## src/rtl/pcie_req_initiator_if.sv

```systemverilog
`default_nettype none
// ============================================================================
//  Module      : pcie_pkg / pcie_req_initiator_if
//  Description : TLP type encoding shared by both ends of the link, and the
//                bundle of client, request, completion and response signals
//                seen by the requester engine.
//                master modport : the requester engine (pcie_req_initiator)
//                slave  modport : its environment (client plus completer)
//                Ports grouped here:
//                  cmd_*  client command channel (valid/ready)
//                  req_*  MRd/MWr request channel (valid/ready)
//                  cpl_*  completion channel (valid/ready)
//                  rsp_*  client read-response channel (valid/ready)
//                  outstanding, err_unexp_cpl  status
//  Revision    : 1.0  initial release
// ============================================================================
package pcie_pkg;
  // Fmt/Type byte of a 3DW header. MRd encodes as zero, so a cleared
  // request register reads as an all-zero payload.
  typedef enum logic [7:0] {
    TLP_MRd = 8'h00,
    TLP_MWr = 8'h40
  } tlp_type_e;
endpackage

interface pcie_req_initiator_if
  import pcie_pkg::*;
#(
  parameter int ADDR_W   = 32,
  parameter int DATA_W   = 32,
  parameter int NUM_TAGS = 4
);
  localparam int C_CNT_W = $clog2(NUM_TAGS + 1);

  // client command
  logic              cmd_valid;
  logic              cmd_ready;
  logic              cmd_write;
  logic [ADDR_W-1:0] cmd_addr;
  logic [DATA_W-1:0] cmd_data;
  // request channel
  logic              req_valid;
  logic              req_ready;
  tlp_type_e         req_type;
  logic [7:0]        req_tag;
  logic [ADDR_W-1:0] req_addr;
  logic [DATA_W-1:0] req_data;
  // completion channel
  logic              cpl_valid;
  logic              cpl_ready;
  logic [2:0]        cpl_status;
  logic [7:0]        cpl_tag;
  logic [DATA_W-1:0] cpl_data;
  // client response
  logic              rsp_valid;
  logic              rsp_ready;
  logic [7:0]        rsp_tag;
  logic [DATA_W-1:0] rsp_data;
  logic [2:0]        rsp_status;
  // status
  logic [C_CNT_W-1:0] outstanding;
  logic               err_unexp_cpl;

  modport master (
    input  cmd_valid, cmd_write, cmd_addr, cmd_data,
    output cmd_ready,
    output req_valid, req_type, req_tag, req_addr, req_data,
    input  req_ready,
    input  cpl_valid, cpl_status, cpl_tag, cpl_data,
    output cpl_ready,
    output rsp_valid, rsp_tag, rsp_data, rsp_status,
    input  rsp_ready,
    output outstanding, err_unexp_cpl
  );

  modport slave (
    output cmd_valid, cmd_write, cmd_addr, cmd_data,
    input  cmd_ready,
    input  req_valid, req_type, req_tag, req_addr, req_data,
    output req_ready,
    output cpl_valid, cpl_status, cpl_tag, cpl_data,
    input  cpl_ready,
    input  rsp_valid, rsp_tag, rsp_data, rsp_status,
    output rsp_ready,
    input  outstanding, err_unexp_cpl
  );
endinterface
`default_nettype wire

```

## src/rtl/pcie_req_initiator.sv

```systemverilog
`default_nettype none
// ============================================================================
//  Module      : pcie_req_initiator
//  Description : Requester engine for the single-DW request/completion link.
//                Turns client read/write commands into MRd/MWr requests,
//                allocates a tag per read, matches completions to tags and
//                returns read data (or a timeout status) to the client.
//                Ports:
//                  clk, rst  clock and asynchronous active-high reset
//                  bus       pcie_req_initiator_if.master (cmd/req/cpl/rsp
//                            channels, outstanding count, drop pulse)
//  Revision    : 1.0  initial release
// ============================================================================
module pcie_req_initiator
  import pcie_pkg::*;
#(
  parameter int ADDR_W   = 32,
  parameter int DATA_W   = 32,
  parameter int NUM_TAGS = 4,
  parameter int TIMEOUT  = 64
) (
  input  logic                 clk,
  input  logic                 rst,
  pcie_req_initiator_if.master bus
);

  localparam int         C_TAG_W          = $clog2(NUM_TAGS);
  localparam int         C_AGE_W          = $clog2(TIMEOUT + 1);
  localparam int         C_CNT_W          = $clog2(NUM_TAGS + 1);
  localparam logic [2:0] C_STATUS_TIMEOUT = 3'b111;

  // request output register
  logic              req_valid_q;
  tlp_type_e         req_type_q;
  logic [7:0]        req_tag_q;
  logic [ADDR_W-1:0] req_addr_q;
  logic [DATA_W-1:0] req_data_q;

  // response output register
  logic              rsp_valid_q;
  logic [7:0]        rsp_tag_q;
  logic [DATA_W-1:0] rsp_data_q;
  logic [2:0]        rsp_status_q;

  // tag table
  logic [NUM_TAGS-1:0] tag_busy_q, tag_busy_d;
  logic [C_AGE_W-1:0]  age_q [NUM_TAGS];
  logic [C_CNT_W-1:0]  outstanding_q, outstanding_d;
  logic                err_unexp_q;

  // combinational helpers
  logic               w_free_exists;
  logic [C_TAG_W-1:0] w_free_idx;
  logic               w_exp_any;
  logic [C_TAG_W-1:0] w_exp_idx;
  logic               w_cmd_ready;
  logic               w_cmd_acc;
  logic               w_alloc;
  logic               w_cpl_ready;
  logic               w_cpl_acc;
  logic               w_cpl_in_range;
  logic [C_TAG_W-1:0] w_cpl_idx;
  logic               w_cpl_hit;
  logic               w_to_fire;
  logic [NUM_TAGS-1:0] w_set_vec;
  logic [NUM_TAGS-1:0] w_clr_vec;

  // Lowest-index free tag and lowest-index expired tag. Scanning downwards
  // lets the last hit (the lowest index) win. Only registered busy state is
  // looked at, so a tag freed this cycle cannot be handed out until the next.
  always_comb begin
    w_free_exists = 1'b0;
    w_free_idx    = '0;
    w_exp_any     = 1'b0;
    w_exp_idx     = '0;
    for (int i = NUM_TAGS - 1; i >= 0; i--) begin
      if (!tag_busy_q[i]) begin
        w_free_exists = 1'b1;
        w_free_idx    = C_TAG_W'(i);
      end
      if (tag_busy_q[i] && (age_q[i] == C_AGE_W'(TIMEOUT))) begin
        w_exp_any = 1'b1;
        w_exp_idx = C_TAG_W'(i);
      end
    end
  end

  assign w_cmd_ready = (!req_valid_q || bus.req_ready) && (bus.cmd_write || w_free_exists);
  assign w_cmd_acc   = bus.cmd_valid && w_cmd_ready;
  assign w_alloc     = w_cmd_acc && !bus.cmd_write;

  assign w_cpl_ready    = !rsp_valid_q || bus.rsp_ready;
  assign w_cpl_acc      = bus.cpl_valid && w_cpl_ready;
  assign w_cpl_in_range = (bus.cpl_tag < 8'(NUM_TAGS));
  assign w_cpl_idx      = bus.cpl_tag[C_TAG_W-1:0];
  assign w_cpl_hit      = w_cpl_acc && w_cpl_in_range && tag_busy_q[w_cpl_idx];

  // A timeout is reported only when the response register is free and no
  // completion (matching or not) is being taken this cycle, so a completion
  // for an expired-but-unreported tag always beats its own timeout.
  assign w_to_fire = w_cpl_ready && !bus.cpl_valid && w_exp_any;

  always_comb begin
    w_set_vec = '0;
    w_clr_vec = '0;
    if (w_alloc)   w_set_vec[w_free_idx] = 1'b1;
    if (w_cpl_hit) w_clr_vec[w_cpl_idx]  = 1'b1;
    if (w_to_fire) w_clr_vec[w_exp_idx]  = 1'b1;
    tag_busy_d    = (tag_busy_q & ~w_clr_vec) | w_set_vec;
    outstanding_d = '0;
    for (int i = 0; i < NUM_TAGS; i++) begin
      outstanding_d = outstanding_d + C_CNT_W'(tag_busy_d[i]);
    end
  end

  // Tag table. The age counts cycles since the accept cycle, which is
  // itself age 0, so the first value visible after allocation is 1. A read
  // accepted in cycle N therefore expires in N+TIMEOUT and is reported in
  // N+TIMEOUT+1.
  always_ff @(posedge clk or posedge rst) begin
    if (rst) begin
      tag_busy_q    <= '0;
      outstanding_q <= '0;
      for (int i = 0; i < NUM_TAGS; i++) begin
        age_q[i] <= '0;
      end
    end else begin
      tag_busy_q    <= tag_busy_d;
      outstanding_q <= outstanding_d;
      for (int i = 0; i < NUM_TAGS; i++) begin
        if (w_set_vec[i]) begin
          age_q[i] <= C_AGE_W'(1);
        end else if (tag_busy_q[i] && (age_q[i] != C_AGE_W'(TIMEOUT))) begin
          age_q[i] <= age_q[i] + 1'b1;
        end
      end
    end
  end

  // Request register: loads on accept, otherwise holds until req_ready.
  always_ff @(posedge clk or posedge rst) begin
    if (rst) begin
      req_valid_q <= 1'b0;
      req_type_q  <= TLP_MRd;
      req_tag_q   <= '0;
      req_addr_q  <= '0;
      req_data_q  <= '0;
    end else if (w_cmd_acc) begin
      req_valid_q <= 1'b1;
      req_type_q  <= bus.cmd_write ? TLP_MWr : TLP_MRd;
      req_tag_q   <= bus.cmd_write ? 8'h00 : 8'(w_free_idx);
      req_addr_q  <= bus.cmd_addr;
      req_data_q  <= bus.cmd_write ? bus.cmd_data : '0;
    end else if (bus.req_ready) begin
      req_valid_q <= 1'b0;
    end
  end

  // Response register: a matching completion or a timeout report loads it;
  // otherwise it holds until the client takes it.
  always_ff @(posedge clk or posedge rst) begin
    if (rst) begin
      rsp_valid_q  <= 1'b0;
      rsp_tag_q    <= '0;
      rsp_data_q   <= '0;
      rsp_status_q <= '0;
    end else if (w_cpl_hit) begin
      rsp_valid_q  <= 1'b1;
      rsp_tag_q    <= bus.cpl_tag;
      rsp_data_q   <= bus.cpl_data;
      rsp_status_q <= bus.cpl_status;
    end else if (w_to_fire) begin
      rsp_valid_q  <= 1'b1;
      rsp_tag_q    <= 8'(w_exp_idx);
      rsp_data_q   <= '0;
      rsp_status_q <= C_STATUS_TIMEOUT;
    end else if (bus.rsp_ready) begin
      rsp_valid_q  <= 1'b0;
    end
  end

  // Any accepted completion that did not match a busy tag was dropped.
  always_ff @(posedge clk or posedge rst) begin
    if (rst) begin
      err_unexp_q <= 1'b0;
    end else begin
      err_unexp_q <= w_cpl_acc && !w_cpl_hit;
    end
  end

  assign bus.cmd_ready     = w_cmd_ready;
  assign bus.req_valid     = req_valid_q;
  assign bus.req_type      = req_type_q;
  assign bus.req_tag       = req_tag_q;
  assign bus.req_addr      = req_addr_q;
  assign bus.req_data      = req_data_q;
  assign bus.cpl_ready     = w_cpl_ready;
  assign bus.rsp_valid     = rsp_valid_q;
  assign bus.rsp_tag       = rsp_tag_q;
  assign bus.rsp_data      = rsp_data_q;
  assign bus.rsp_status    = rsp_status_q;
  assign bus.outstanding   = outstanding_q;
  assign bus.err_unexp_cpl = err_unexp_q;

endmodule
`default_nettype wire

```

## src/flat_wrapper.sv

```systemverilog
// flat-port wrapper written by rule: the top's interface ports become plain ports
module pcie_req_initiator_flat import pcie_pkg::*;
#(
  parameter int ADDR_W   = 32,
  parameter int DATA_W   = 32,
  parameter int NUM_TAGS = 4,
  parameter int TIMEOUT  = 64
)
  (clk, rst, bus_cmd_valid, bus_cmd_write, bus_cmd_addr, bus_cmd_data, bus_cmd_ready, bus_req_valid, bus_req_type, bus_req_tag, bus_req_addr, bus_req_data, bus_req_ready, bus_cpl_valid, bus_cpl_status, bus_cpl_tag, bus_cpl_data, bus_cpl_ready, bus_rsp_valid, bus_rsp_tag, bus_rsp_data, bus_rsp_status, bus_rsp_ready, bus_outstanding, bus_err_unexp_cpl);
  pcie_req_initiator_if #(.ADDR_W(ADDR_W), .DATA_W(DATA_W), .NUM_TAGS(NUM_TAGS)) bus_i ();
  input  logic clk;
  input  logic rst;
  input wire logic [$bits(bus_i.cmd_valid)-1:0] bus_cmd_valid;
  input wire logic [$bits(bus_i.cmd_write)-1:0] bus_cmd_write;
  input wire logic [$bits(bus_i.cmd_addr)-1:0] bus_cmd_addr;
  input wire logic [$bits(bus_i.cmd_data)-1:0] bus_cmd_data;
  output wire logic [$bits(bus_i.cmd_ready)-1:0] bus_cmd_ready;
  output wire logic [$bits(bus_i.req_valid)-1:0] bus_req_valid;
  output wire logic [$bits(bus_i.req_type)-1:0] bus_req_type;
  output wire logic [$bits(bus_i.req_tag)-1:0] bus_req_tag;
  output wire logic [$bits(bus_i.req_addr)-1:0] bus_req_addr;
  output wire logic [$bits(bus_i.req_data)-1:0] bus_req_data;
  input wire logic [$bits(bus_i.req_ready)-1:0] bus_req_ready;
  input wire logic [$bits(bus_i.cpl_valid)-1:0] bus_cpl_valid;
  input wire logic [$bits(bus_i.cpl_status)-1:0] bus_cpl_status;
  input wire logic [$bits(bus_i.cpl_tag)-1:0] bus_cpl_tag;
  input wire logic [$bits(bus_i.cpl_data)-1:0] bus_cpl_data;
  output wire logic [$bits(bus_i.cpl_ready)-1:0] bus_cpl_ready;
  output wire logic [$bits(bus_i.rsp_valid)-1:0] bus_rsp_valid;
  output wire logic [$bits(bus_i.rsp_tag)-1:0] bus_rsp_tag;
  output wire logic [$bits(bus_i.rsp_data)-1:0] bus_rsp_data;
  output wire logic [$bits(bus_i.rsp_status)-1:0] bus_rsp_status;
  input wire logic [$bits(bus_i.rsp_ready)-1:0] bus_rsp_ready;
  output wire logic [$bits(bus_i.outstanding)-1:0] bus_outstanding;
  output wire logic [$bits(bus_i.err_unexp_cpl)-1:0] bus_err_unexp_cpl;
  assign bus_i.cmd_valid = bus_cmd_valid;
  assign bus_i.cmd_write = bus_cmd_write;
  assign bus_i.cmd_addr = bus_cmd_addr;
  assign bus_i.cmd_data = bus_cmd_data;
  assign bus_cmd_ready = bus_i.cmd_ready;
  assign bus_req_valid = bus_i.req_valid;
  assign bus_req_type = bus_i.req_type;
  assign bus_req_tag = bus_i.req_tag;
  assign bus_req_addr = bus_i.req_addr;
  assign bus_req_data = bus_i.req_data;
  assign bus_i.req_ready = bus_req_ready;
  assign bus_i.cpl_valid = bus_cpl_valid;
  assign bus_i.cpl_status = bus_cpl_status;
  assign bus_i.cpl_tag = bus_cpl_tag;
  assign bus_i.cpl_data = bus_cpl_data;
  assign bus_cpl_ready = bus_i.cpl_ready;
  assign bus_rsp_valid = bus_i.rsp_valid;
  assign bus_rsp_tag = bus_i.rsp_tag;
  assign bus_rsp_data = bus_i.rsp_data;
  assign bus_rsp_status = bus_i.rsp_status;
  assign bus_i.rsp_ready = bus_rsp_ready;
  assign bus_outstanding = bus_i.outstanding;
  assign bus_err_unexp_cpl = bus_i.err_unexp_cpl;
  pcie_req_initiator #(.ADDR_W(ADDR_W), .DATA_W(DATA_W), .NUM_TAGS(NUM_TAGS), .TIMEOUT(TIMEOUT)) u_core (.clk(clk), .rst(rst), .bus(bus_i));
endmodule
```

## config.mk

```make
export PLATFORM = sky130hd
export DESIGN_NAME = pcie_req_initiator_flat
export DESIGN_NICKNAME = d
export VERILOG_FILES = /design/src/rtl/pcie_req_initiator_if.sv /design/src/rtl/pcie_req_initiator.sv /design/src/flat_wrapper.sv
export SDC_FILE = /design/constraint.sdc
export NUM_CORES = 1
export LEC_CHECK = 0
export BUFFER_PORTS_ARGS = -buffer_cell sky130_fd_sc_hd__buf_2
export CORE_ASPECT_RATIO = 1.4
export CORE_MARGIN = 2
export CORE_UTILIZATION = 35
export DETAILED_ROUTE_END_ITERATION = 12
export PLACE_DENSITY = 0.68
export SLEW_MARGIN = 20
export SYNTH_ARGS = -nofsm -noshare
export SYNTH_HDL_FRONTEND = slang
export SYNTH_SLANG_ARGS = --single-unit
```

## constraint.sdc

```tcl
create_clock -name clk -period 3.8 [get_ports clk]
set_input_delay 0.19 -clock clk [delete_from_list [all_inputs] [get_ports clk]]
set_output_delay 0.19 -clock clk [all_outputs]
set_load 0.01 [all_outputs]
```

==> metrics.txt <==
status=finished clean; antenna violations before repair=0; Detail Route Antenna Nets=0; pwr dens=686 nW/µm²; Buf/Inv on CP=0; max_cap viols=0; Yosys cell types=47; Gate Count Post-Synth=551; RR Startpoint=u_core.tag_busy_q[0]$_DFF_PP0_; total setup buffers inserted after CTS=0; worst flop-to-flop path endpoint=u_core.bus.outstanding[1]$_DFF_PP0_; DRT Wirelength=15.5 mm; H-tree depth=4; slew margin rel.=0.331; fin area=8940 µm²; HP Class=in -> reg; drt pass-1 iters=4; Final Max Tran Viols=0; Min Clock Period, post-route=2.77 ns; Slew @ Worst Pin=1.00 ns; Crit-path slowest cell=nor4b_2; placer congestion estimate=0.796; Longest Clk Path Bufs=2; WL per Instance=14.1 µm; root buf cell=clkbuf_16; Setup TNS Final=0 ns; startpoint types=flip-flop; logic gate share of total power=0.309; Synthesis Warnings=0; Fin Clk Skew=0.0111 ns; CTS tree=built; share of layout cells above drive strength 1=0.363; DR vias=5121; Die W=118 µm; Final Hold Viols=0; Switching Power=2110 µW; endpoint class of the critical path=flip-flop; Filler cells=1634; cell family with most CP delay=adder cells; Nets=975; I/O Pins=245; Worst VDD drop=0.319 mV; Worst Setup EP=u_core.bus.outstanding[1]$_DFF_PP0_; die height=163 µm; cell mode on critical path=ha_1; Power, Total=6130 µW; die footprint=19100 µm²; cell depth of the worst setup path=7; Cell Int Power=4020 µW; leakage=0.00449 µW; total congestion overflow=0; share of power burned in registers=0.414; fmax=360 MHz; mean area per synthesized cell=11.5 µm²; critical path required time=4.09 ns; Final setup viols=0; CP peak stage delay=0.65 ns; Clk Latency, worst-skew pair=0.41 ns; hpwl dp=10.2 mm; detailed-route DRC error count=0; antenna cells=0; I/O Buffers=231; CTS buffer count=17; reg-to-reg slack, setup=1.03 ns; Area Growth Syn to Fin=41.5%; crit-path cells=nand3b_2, o211ai_4, nor4b_2, a31o_2, ha_1, fa_1, ha_1; critical path class=reg -> reg; largest net degree at the start of global routing=102; sequential share of the synthesized area=0.586; placed cell area=7620 µm²; vias per cell=4.64; DR iter-0 viols=262; CP startpoint=u_core.tag_busy_q[0]$_DFF_PP0_; Initial Util=0.354; number of synthesized register bits=148; Final Cycle Share=0.730; vias in the first global route=5249; first-pass GRT wire length=25.8 mm; number of flops mapped to enable cells by yosys=0; FF-to-FF path depth=7; clock sink count=148; clock share of power=0.278; Switching Fraction=0.344; unrepaired setup endpoints after global routing=no; core area=17900 µm²; site row count=58; Arrival @ worst endpoint=3.07 ns; post-synthesis async set-or-reset flop share=1.00; Synth Cell Area=6310 µm²; crit path max fanout=14; top_reg_cell synth=dfrtp_1; Reg clk slew, reported paths=0.07 ns; GRT Util Overall=0.168
==> Yosys cell counts, types with 2 or more instances <==
| library cell | number | share of area |
|---|---|---|
| buf_6 | 4 | 0.0071 |
| nand4_1 | 12 | 0.012 |
| xor2_1 | 14 | 0.019 |
| nand2b_1 | 6 | 0.0059 |
| inv_1 | 14 | 0.0083 |
| buf_2 | 12 | 0.0095 |
| o21bai_1 | 2 | 0.0024 |
| nand3b_1 | 2 | 0.0024 |
| dfrtp_1 | 148 | 0.59 |
| buf_4 | 18 | 0.021 |
| nor4_1 | 3 | 0.0030 |
| o21ai_0 | 38 | 0.030 |
| a211oi_2 | 2 | 0.0040 |
| clkbuf_1 | 6 | 0.0036 |
| nor4b_2 | 3 | 0.0071 |
| mux2_2 | 33 | 0.059 |
| and2_1 | 6 | 0.0059 |
| and3_1 | 3 | 0.0030 |
| xnor2_1 | 10 | 0.014 |
| a22o_1 | 32 | 0.044 |
| ha_1 | 10 | 0.020 |
| nor3_1 | 2 | 0.0016 |
| nor2b_1 | 6 | 0.0059 |
| nand2_1 | 92 | 0.055 |
| nand3_1 | 10 | 0.0079 |
| a21oi_1 | 9 | 0.0071 |
| nor2_1 | 34 | 0.020 |
==> cells by family (layout without fill, tap and decap cells) <==
group,Yosys count,count (layout),synth area share
flip-flops,148,148,0.586
buffers and inverters,54,354,0.0499
AO/OA/AOI/OAI,93,93,0.104
other,1,13,0.000594
XOR/XNOR,24,24,0.0333
adder cells (fa/ha/maj),11,11,0.0230
AND/OR/NAND/NOR,186,186,0.142
multiplexers,34,34,0.0604
==> worst reg2reg max path: cells and delay by family (launching register included) <==
family	cells	cell delay [ns]
AND/OR/NAND/NOR	2	0.87
adder cells (fa/ha/maj)	3	0.94
flip-flops	1	0.53
AO/OA/AOI/OAI	2	0.33
==> sequential cells by signal, indices dropped and copies added (netlist names) <==
signal / cells
u_core.age_q: 28
u_core.bus.rsp_tag: 8
u_core.tag_busy_q: 4
u_core.bus.req_data: 32
u_core.bus.rsp_valid: 1
u_core.bus.req_addr: 32
u_core.bus.rsp_status: 3
u_core.bus.err_unexp_cpl: 1
u_core.bus.req_type: 1
u_core.bus.req_valid: 1
u_core.bus.rsp_data: 32
u_core.bus.outstanding: 3
u_core.bus.req_tag: 2
==> worst min-delay path by stage <==
| stage | start | endpoint | slack (ns) | cells past startpoint |
|---|---|---|---|---|
| 2_1_floorplan | bus_cpl_valid | u_core.bus.err_unexp_cpl$_DFF_PP0_ | 0.30 | 2 |
| 3_3_place_gp | rst | u_core.bus.req_addr[17]$_DFFE_PP0N_ | 0.38 | 3 |
| 3_5_place_dp | rst | u_core.bus.rsp_tag[5]$_DFFE_PP0P_ | 0.39 | 3 |
| 4_1_cts | bus_cmd_data[25] | u_core.bus.req_data[25]$_DFFE_PP0N_ | 0.0008 | 3 |
| 5_1_grt | bus_cmd_data[20] | u_core.bus.req_data[20]$_DFFE_PP0N_ | 0.01 | 3 |
| 6_report | bus_cmd_data[22] | u_core.bus.req_data[22]$_DFFE_PP0N_ | 0.02 | 3 |
==> area by class of cell <==
type | count | area (µm²) | area share
sequential | 148 | 3700 | 0.414
multi-input combinational | 361 | 2350 | 0.263
timing repair buffer | 308 | 1930 | 0.216
clock buffer | 19 | 433 | 0.0484
tap | 240 | 300 | 0.0336
clock inverter | 13 | 169 | 0.0189
inverter | 14 | 56.3 | 0.00630
==> stage by stage <==
stage,util,hold slack [ns],worst slack (ns),instances
floorplan,-,0.303,1.19,563
global placement,0.427,0.380,1.05,999
detailed placement,0.427,0.386,1.03,999
CTS,0.501,0.000770,1.00,1103
global route,0.501,0.0123,0.814,1103
finish,0.501,0.0192,1.03,1103
==> placed cells by master (no fill, tap or decap), drive strengths merged, types with 14 or more instances in the layout <==
cell type	netlist	final
buf	34	236
o21ai	38	38
mux2	33	33
nor2	35	35
inv	14	19
xor2	14	14
dfrtp	148	148
nand2	92	92
dlygate4sd3	0	72
clkbuf	6	19
a22o	32	32
==> repair_timing <==
| item | 4_1_cts | 5_1_grt |
|---|---|---|
| resized for setup | 0 | 0 |
| hold endpoints to repair | 162 | 0 |
| hold buffers | 72 | 0 |
==> metal layers <==
layer  global-route usage  share of wire
met2                0.286           0.51
met1                0.195           0.40
met3               0.0445          0.057
met5                    0              0
met4               0.0876          0.036
==> power by group through the flow <==
stage,registers (µW),clock network [µW],logic [µW]
finish,2540,1700,1890
global route,2610,1820,2130
CTS,2530,1760,1920
detailed placement,2550,0,1860
global placement,2530,0,1820
floorplan,2660,0,1050
Note: power is estimated with default switching activity, not from simulation.
